$ cat src/rtl/bcdup.sv
// bcdup: two-digit BCD up counter (00..99) for the score / shot display.
//
// Supports a +1 step, a single-digit BCD addition and a synchronous load.
// Only one operation runs per edge: reset > load > add > step.
//
// Parameters
//   WRAP    0: saturate at 99 on overflow, 1: wrap modulo 100
//   INIT_L  low digit after reset (0..9)
//   INIT_H  high digit after reset (0..9)
//
// Ports
//   clk      system clock, rising edge
//   reset    synchronous, active-high reset
//   loadN    synchronous load, active-low (datainL/datainH, clamped to 9)
//   enable1  step qualifier; a step needs enable1 && enable2
//   enable2  step qualifier
//   add_req  one-cycle request to add add_val
//   add_val  BCD digit to add; values above 9 make the request a no-op
//   datainL  load value, low digit
//   datainH  load value, high digit
//   countL   low BCD digit, registered
//   countH   high BCD digit, registered
//   tc       combinational, high when the count is 99
//   ovf      registered sticky overflow, cleared only by reset or load
module bcdup #(
    parameter bit          WRAP   = 1'b0,
    parameter int unsigned INIT_L = 0,
    parameter int unsigned INIT_H = 0
) (
    input  logic       clk,
    input  logic       reset,
    input  logic       loadN,
    input  logic       enable1,
    input  logic       enable2,
    input  logic       add_req,
    input  logic [3:0] add_val,
    input  logic [3:0] datainL,
    input  logic [3:0] datainH,
    output logic [3:0] countL,
    output logic [3:0] countH,
    output logic       tc,
    output logic       ovf
);

    logic [4:0] sum_l;   // countL + add_val, 0..18
    logic [3:0] add_l;   // low digit after the add
    logic       carry;
    logic [3:0] add_h;   // countH + carry, 0..10 (10 means overflow)

    always_comb begin
        sum_l = {1'b0, countL} + {1'b0, add_val};
        if (sum_l > 5'd9) begin
            add_l = 4'(sum_l - 5'd10);
            carry = 1'b1;
        end else begin
            add_l = sum_l[3:0];
            carry = 1'b0;
        end
        add_h = countH + {3'b000, carry};
    end

    assign tc = (countH == 4'd9) && (countL == 4'd9);

    always_ff @(posedge clk) begin
        if (reset) begin
            countL <= 4'(INIT_L);
            countH <= 4'(INIT_H);
            ovf    <= 1'b0;
        end else if (!loadN) begin
            countL <= (datainL > 4'd9) ? 4'd9 : datainL;
            countH <= (datainH > 4'd9) ? 4'd9 : datainH;
            ovf    <= 1'b0;
        end else if (add_req) begin
            // An illegal add_val still claims the edge, so a concurrent step is dropped.
            if (add_val <= 4'd9) begin
                if (add_h == 4'd10) begin
                    ovf <= 1'b1;
                    if (WRAP) begin
                        countL <= add_l;
                        countH <= '0;
                    end else begin
                        countL <= 4'd9;
                        countH <= 4'd9;
                    end
                end else begin
                    countL <= add_l;
                    countH <= add_h;
                end
            end
        end else if (enable1 && enable2) begin
            if (countL == 4'd9) begin
                if (countH == 4'd9) begin
                    ovf <= 1'b1;
                    if (WRAP) begin
                        countL <= '0;
                        countH <= '0;
                    end
                end else begin
                    countL <= '0;
                    countH <= countH + 4'd1;
                end
            end else begin
                countL <= countL + 4'd1;
            end
        end
    end

endmodule

$ cat config.mk
export PLATFORM = sky130hd
export DESIGN_NAME = bcdup
export DESIGN_NICKNAME = d
export VERILOG_FILES = /design/src/rtl/bcdup.sv
export SDC_FILE = /design/constraint.sdc
export NUM_CORES = 1
export LEC_CHECK = 0
export ABC_AREA = 1
export BUFFER_PORTS_ARGS = -buffer_cell sky130_fd_sc_hd__buf_2
export CORE_MARGIN = 3
export CORE_UTILIZATION = 52
export DETAILED_ROUTE_END_ITERATION = 7
export PLACE_DENSITY = 0.79
export REMOVE_ABC_BUFFERS = 1
export SYNTH_ARGS = -nofsm -noshare
export SYNTH_HDL_FRONTEND = slang
export SYNTH_SLANG_ARGS = --single-unit
$ cat constraint.sdc
create_clock -name clk -period 3.05 [get_ports clk]
set_input_delay 0.305 -clock clk [delete_from_list [all_inputs] [get_ports clk]]
set_output_delay 0.305 -clock clk [all_outputs]
set_load 0.01 [all_outputs]
# Word-level counts from Yosys, hierarchy flattened
# Index checks and enable logic that the tools add are counted.
[totals] reg_bits=9 inputBits=18 out_inout_bits=10 wordCells=56
[op_classes] n_addsub=5 magnitude_cmp=4 n_eq_ne=10 muxes=24 bitwise=1 reduce_logical=9
[ops] operator="two-way mux 4 bit" n=17
[ops] operator="== test 4 bit, second input constant" n=3
[ops] operator="adder 4 x 1 -> 4 bit, second input constant" n=2
[ops] operator="greater-than comparator 4 bit, second input constant" n=2
[ops] operator="two-way mux 1 bit" n=7
[ops] operator="!= test 3 x 1 -> 1 bit, second input constant" n=2
[ops] operator="nonzero test 2 bit" n=3
[ops] operator="adder 4 x 4 -> 5 bit" n=1
[ops] operator="greater-than comparator 5 x 4 -> 1 bit, second input constant" n=1
[ops] operator="AND reduction 5 bit" n=1
[ops] operator="adder 4 x 1 -> 4 bit" n=1
[ops] operator="<= comparator 4 bit, second input constant" n=1
[ops] operator="!= test 2 x 1 -> 1 bit, second input constant" n=2
[ops] operator="!= test 4 bit, second input constant" n=1
[ops] operator="AND reduction 4 bit" n=1
[ops] operator="subtractor 4 bit, second input constant" n=1
[ops] operator="!= test 3 x 2 -> 1 bit, second input constant" n=1
[ops] operator="!= test 3 bit, second input constant" n=1
[ops] operator="AND reduction 3 bit" n=1
[ops] operator="logical AND 1 bit" n=2
[ops] operator="OR reduction 2 bit" n=1
[ops] operator="NOT 1 bit" n=1

# Depth between registers and ports, before layout
[logic_depth] word_depth=9 ltp_mapped=20 mapped_depth_nobuf=20

# Worst setup path before layout
# No wires, ideal clock.
[synth_timing] kind="register -> register" startpoint="reg countL[0]" endpoint="reg countL[2]" setup_ps=116 t_arrival_ps=2769 t_required_ps=2934 path_slack_ps=165 path_stages_with_launch=19 path_buffers=0 period_less_slack_ps=2885 path_cell_list="dfxtp_1 > ha_1 > inv_1 > fa_1 > nand3_1 > nand3_2 > nand2_1 > ha_1 > ha_1 > inv_1 > or2_1 > nor2_1 > nand2_2 > nand2_2 > inv_2 > nand3_1 > nand2_1 > nand2_1 > a21oi_1"
[synth_via] elab_chain_cells=9 elab_cells_between_ends=17 cone_classes="add/sub (4); order compare (1); eq/ne (3); mux (8); reduce/logical (1)"
[synth_rtl] element="from (decl)" line_no="39" rtl="output logic [3:0] countL,"
[synth_rtl] element="from (signal assigned)" line_no="66" rtl="countL <= 4'(INIT_L);"
[synth_rtl] element="from (signal assigned)" line_no="70" rtl="countL <= (datainL > 4'd9) ? 4'd9 : datainL;"
[synth_rtl] element="from (signal assigned)" line_no="79" rtl="countL <= add_l;"
[synth_rtl] element="adder 4 x 4 -> 5 bit" line_no="51" rtl="sum_l = {1'b0, countL} + {1'b0, add_val};"
[synth_rtl] element="greater-than comparator 5 x 4 -> 1 bit" line_no="52" rtl="if (sum_l > 5'd9) begin"
[synth_rtl] element="two-way mux 1 bit" line_no="52"
[synth_rtl] element="adder 4 x 1 -> 4 bit" line_no="59" rtl="add_h = countH + {3'b000, carry};"
[synth_rtl] element="== test 4 bit" line_no="76" rtl="if (add_h == 4'd10) begin"
[synth_rtl] element="two-way mux 4 bit" line_no="76"
[synth_rtl] element="two-way mux 4 bit" line_no="75" rtl="if (add_val <= 4'd9) begin"
[synth_rtl] element="two-way mux 4 bit" line_no="73" rtl="end else if (add_req) begin"
[synth_rtl] element="two-way mux 4 bit" line_no="69" rtl="end else if (!loadN) begin"
# Several ways; a longest one is shown, not always the timed one. The select of a mux whose other input is x is not followed.
# A chain may end at the register's enable or synchronous reset.

# Worst setup path in the final report
# Ends and elaborated chain as after synthesis.

==> flow_metrics.py <==
metrics = {
    "setup_path": {
        "cp-end-kind": "flop",
        "worst_ep_arrival_time_ps": 3010,
        "ff2ff_path_depth": 18,
        "cp_max_fo": 4,
        "r2r_end": "countL[2]",
        "cp-startpoint": "countL[0]",
        "required_ps": 3200,
        "cp-endpoint": "countL[2]",
        "startpoint_type": "flop",
        "critical_path_class": "reg2reg",
        "reg2reg_slack_ps": 190,
        "r2r_start": "countL[0]",
    },
    "layout": {
        "final_cells": 220,
        "drive_gt1_frac": 0.3128,
        "final_cell_area_sq_um": 1272,
        "syn_to_final_growth_pct": 22.38,
        "final_core_util": 0.7063,
        "layout.nets": 224,
        "antennaDiodeCount": 0,
    },
    "logic_synthesis": {
        "synth-async-reset-ratio": 0,
        "synth-edff-count": 0,
        "yosys_most_used_dff": "dfxtp_1",
        "synthCells": 161,
        "synth_warnings": 0,
        "syn_area_sq_um": 1040,
        "synth.distinct_cells": 30,
        "ys_top_cells_by_count": "nand2_1 (35), inv_1 (20), a21oi_1 (16), nand3_1 (14), nor2_1 (13)",
        "yosys.area.top_type": "dfxtp_1",
        "synth.avg_cell_area_sq_um": 6.458,
        "synth_top_area_share": 0.1733,
        "yosysMostFrequentCell": "nand2_1",
        "ys_ff_latch": 9,
        "yosysSeqAreaShare": 0.1733,
        "synth.area.top_cells": "dfxtp_1 (17%), nand2_1 (13%), ha_1 (11%)",
    },
    "global_routing": {
        "grtUsageTotal": 0.2218,
        "grt_max_degree": 12,
        "grt_pass1_vias": 1071,
        "grt_overflow": 0,
        "antenna_found_initial": 0,
        "grt_pass1_wl_microns": 4464,
    },
    "place": {
        "hpwl_microns": 2101,
        "io_buffer_count": 27,
        "dp.cells": 214,
        "gp_congestion": 0.7952,
        "placed_area_sq_um": 1212,
    },
    "clock_tree": {
        "cts-buffers-inserted": 3,
        "cts.sinks": 9,
        "cts_max_level": 1,
        "insertion_delay_ps": 260,
        "root_buffer": "clkbuf_4",
        "cts_tree": "built",
        "clk_pin_slew_ps": 60,
        "cts_buffer_depth": 2,
    },
    "pwr": {
        "power_density_nw_per_um2": 374.4,
        "leakage_nw": 0.6774,
        "vdd_drop_max_mv": 0.2319,
    },
    "floorplan": {
        "rows": 15,
        "io_pins": 28,
        "die_x_microns": 50.72,
        "core_sq_um": 1802,
        "die_area_sq_um": 2572,
        "die_h_microns": 50.72,
        "initial_utilization": 0.5771,
    },
    "timing": {
        "fin_hold_ws_ps": 261.6,
        "clock_skew_ps": 1.714,
        "setup-violations-final": 0,
        "finalSetupTns_ps": 0,
        "slew_headroom": 0.7042,
        "hold_violations": 0,
        "worst_pin_slew_ps": 443.1,
        "slew_violations": 0,
        "finalCriticalPeriod_ps": 2858,
        "fmaxAchievable_ghz": 0.3499,
        "period_share": 0.9371,
    },
    "outcome": {
        "status": "completed",
    },
    "route": {
        "dr.pass1.iters": 4,
        "drc_errors": 0,
        "wire_per_inst_microns": 12.27,
        "initialDrtViolationCount": 17,
        "drt.antenna.violating_nets": 0,
        "vias_per_cell": 5.268,
        "vias": 1159,
        "routed_wl_microns": 2700,
    },
    "hold_path": {
        "hp-class": "in2reg",
    },
    "flow_run": {
        "max-cap-violations": 0,
    },
}
[through the flow]
step	total power, W	worst slack [ps]
4_1_cts	0.0004643	102.9
3_3_place_gp	0.0003625	149.4
2_1_floorplan	0.0003003	165.1
6_report	0.0004764	192.0
3_5_place_dp	0.0003680	75.91
5_1_grt	0.0005200	-13.23
[state kept, by name, summed over array words and instances (netlist names)]
| register | cells |
|---|---|
| countL | 4 |
| ovf | 1 |
| countH | 4 |
[cells in the final DEF, fill, tap and decap left out, drive strengths merged]
| cell type | instances |
|---|---|
| nand2 | 42 |
| buf | 32 |
| inv | 24 |
| a21oi | 17 |
| nand3 | 16 |
| nor2 | 13 |
| o21ai | 13 |
| dfxtp | 9 |
| ha | 9 |
| clkbuf | 4 |
| a31oi | 3 |
| xnor2 | 3 |
| nor3 | 2 |
| and2 | 1 |
| nand4 | 1 |
| or2 | 1 |
| xor2 | 1 |
| o211ai | 1 |
| o31ai | 1 |
| o221ai | 1 |
| fa | 1 |
[worst max-delay path: stages (launching register included)]
cell     delay [ps]
dfxtp_2         330
ha_2            180
inv_1            60
fa_2            600
nand3_2         100
nand3_2         110
nand2_2          80
ha_2            190
ha_1            290
inv_1            30
or2_1           210
nor2_2          110
nand2_2          70
nand2_2          90
inv_2            50
nand3_1          80
nand2_1          60
nand2_1          60
a21oi_1          60
[logic make-up after synthesis]
logic type | after synthesis | share of synthesized area
compound gates | 36 | 0.1926
xor+xnor | 4 | 0.04815
simple gates | 76 | 0.3562
flops | 9 | 0.1733
fa+ha+maj | 10 | 0.1276
buf+inv | 26 | 0.1023
[layer usage]
layer | global-route usage | wire, microns | vias up
met4 | 0.07623 | 26 | 0
met3 | 0.02077 | 129 | 4
met1 | 0.2754 | 1168 | 520
li1 | - | - | 602
met2 | 0.3957 | 1375 | 33
met5 | 0 | 0 | -
[layout make-up]
type                       instances  area, sq um
sequential                         9        181.4
multi-input combinational        126        770.7
tap                               25        31.28
fill                             173        529.3
clock buffer                       4        26.28
inverter                          24        90.09
timing repair buffer              32        172.7
[where the power goes]
part,internal (W),switching (W),total [W]
logic,0.0000996,0.000135,0.000235
registers,0.000130,0.0000187,0.000148
clock network,0.0000505,0.0000429,0.0000934
[how the worst min path moves through the flow]
stage | start | end | depth (start not counted)
final | reset | countL[3] | 2
after global routing | reset | countL[3] | 2
after CTS | reset | countL[1] | 2
after detailed placement | ovf | ovf | 2
after global placement | ovf | ovf | 2
after floorplan | reset | countL[1] | 1
[what timing repair did]
item | 4_1_cts | 5_1_grt
setup endpoints to repair | 0 | 7
hold buffers | 0 | 0
buffers inserted | 0 | 2
resized for setup | 0 | 7
Power figures use the tool's default switching activity.
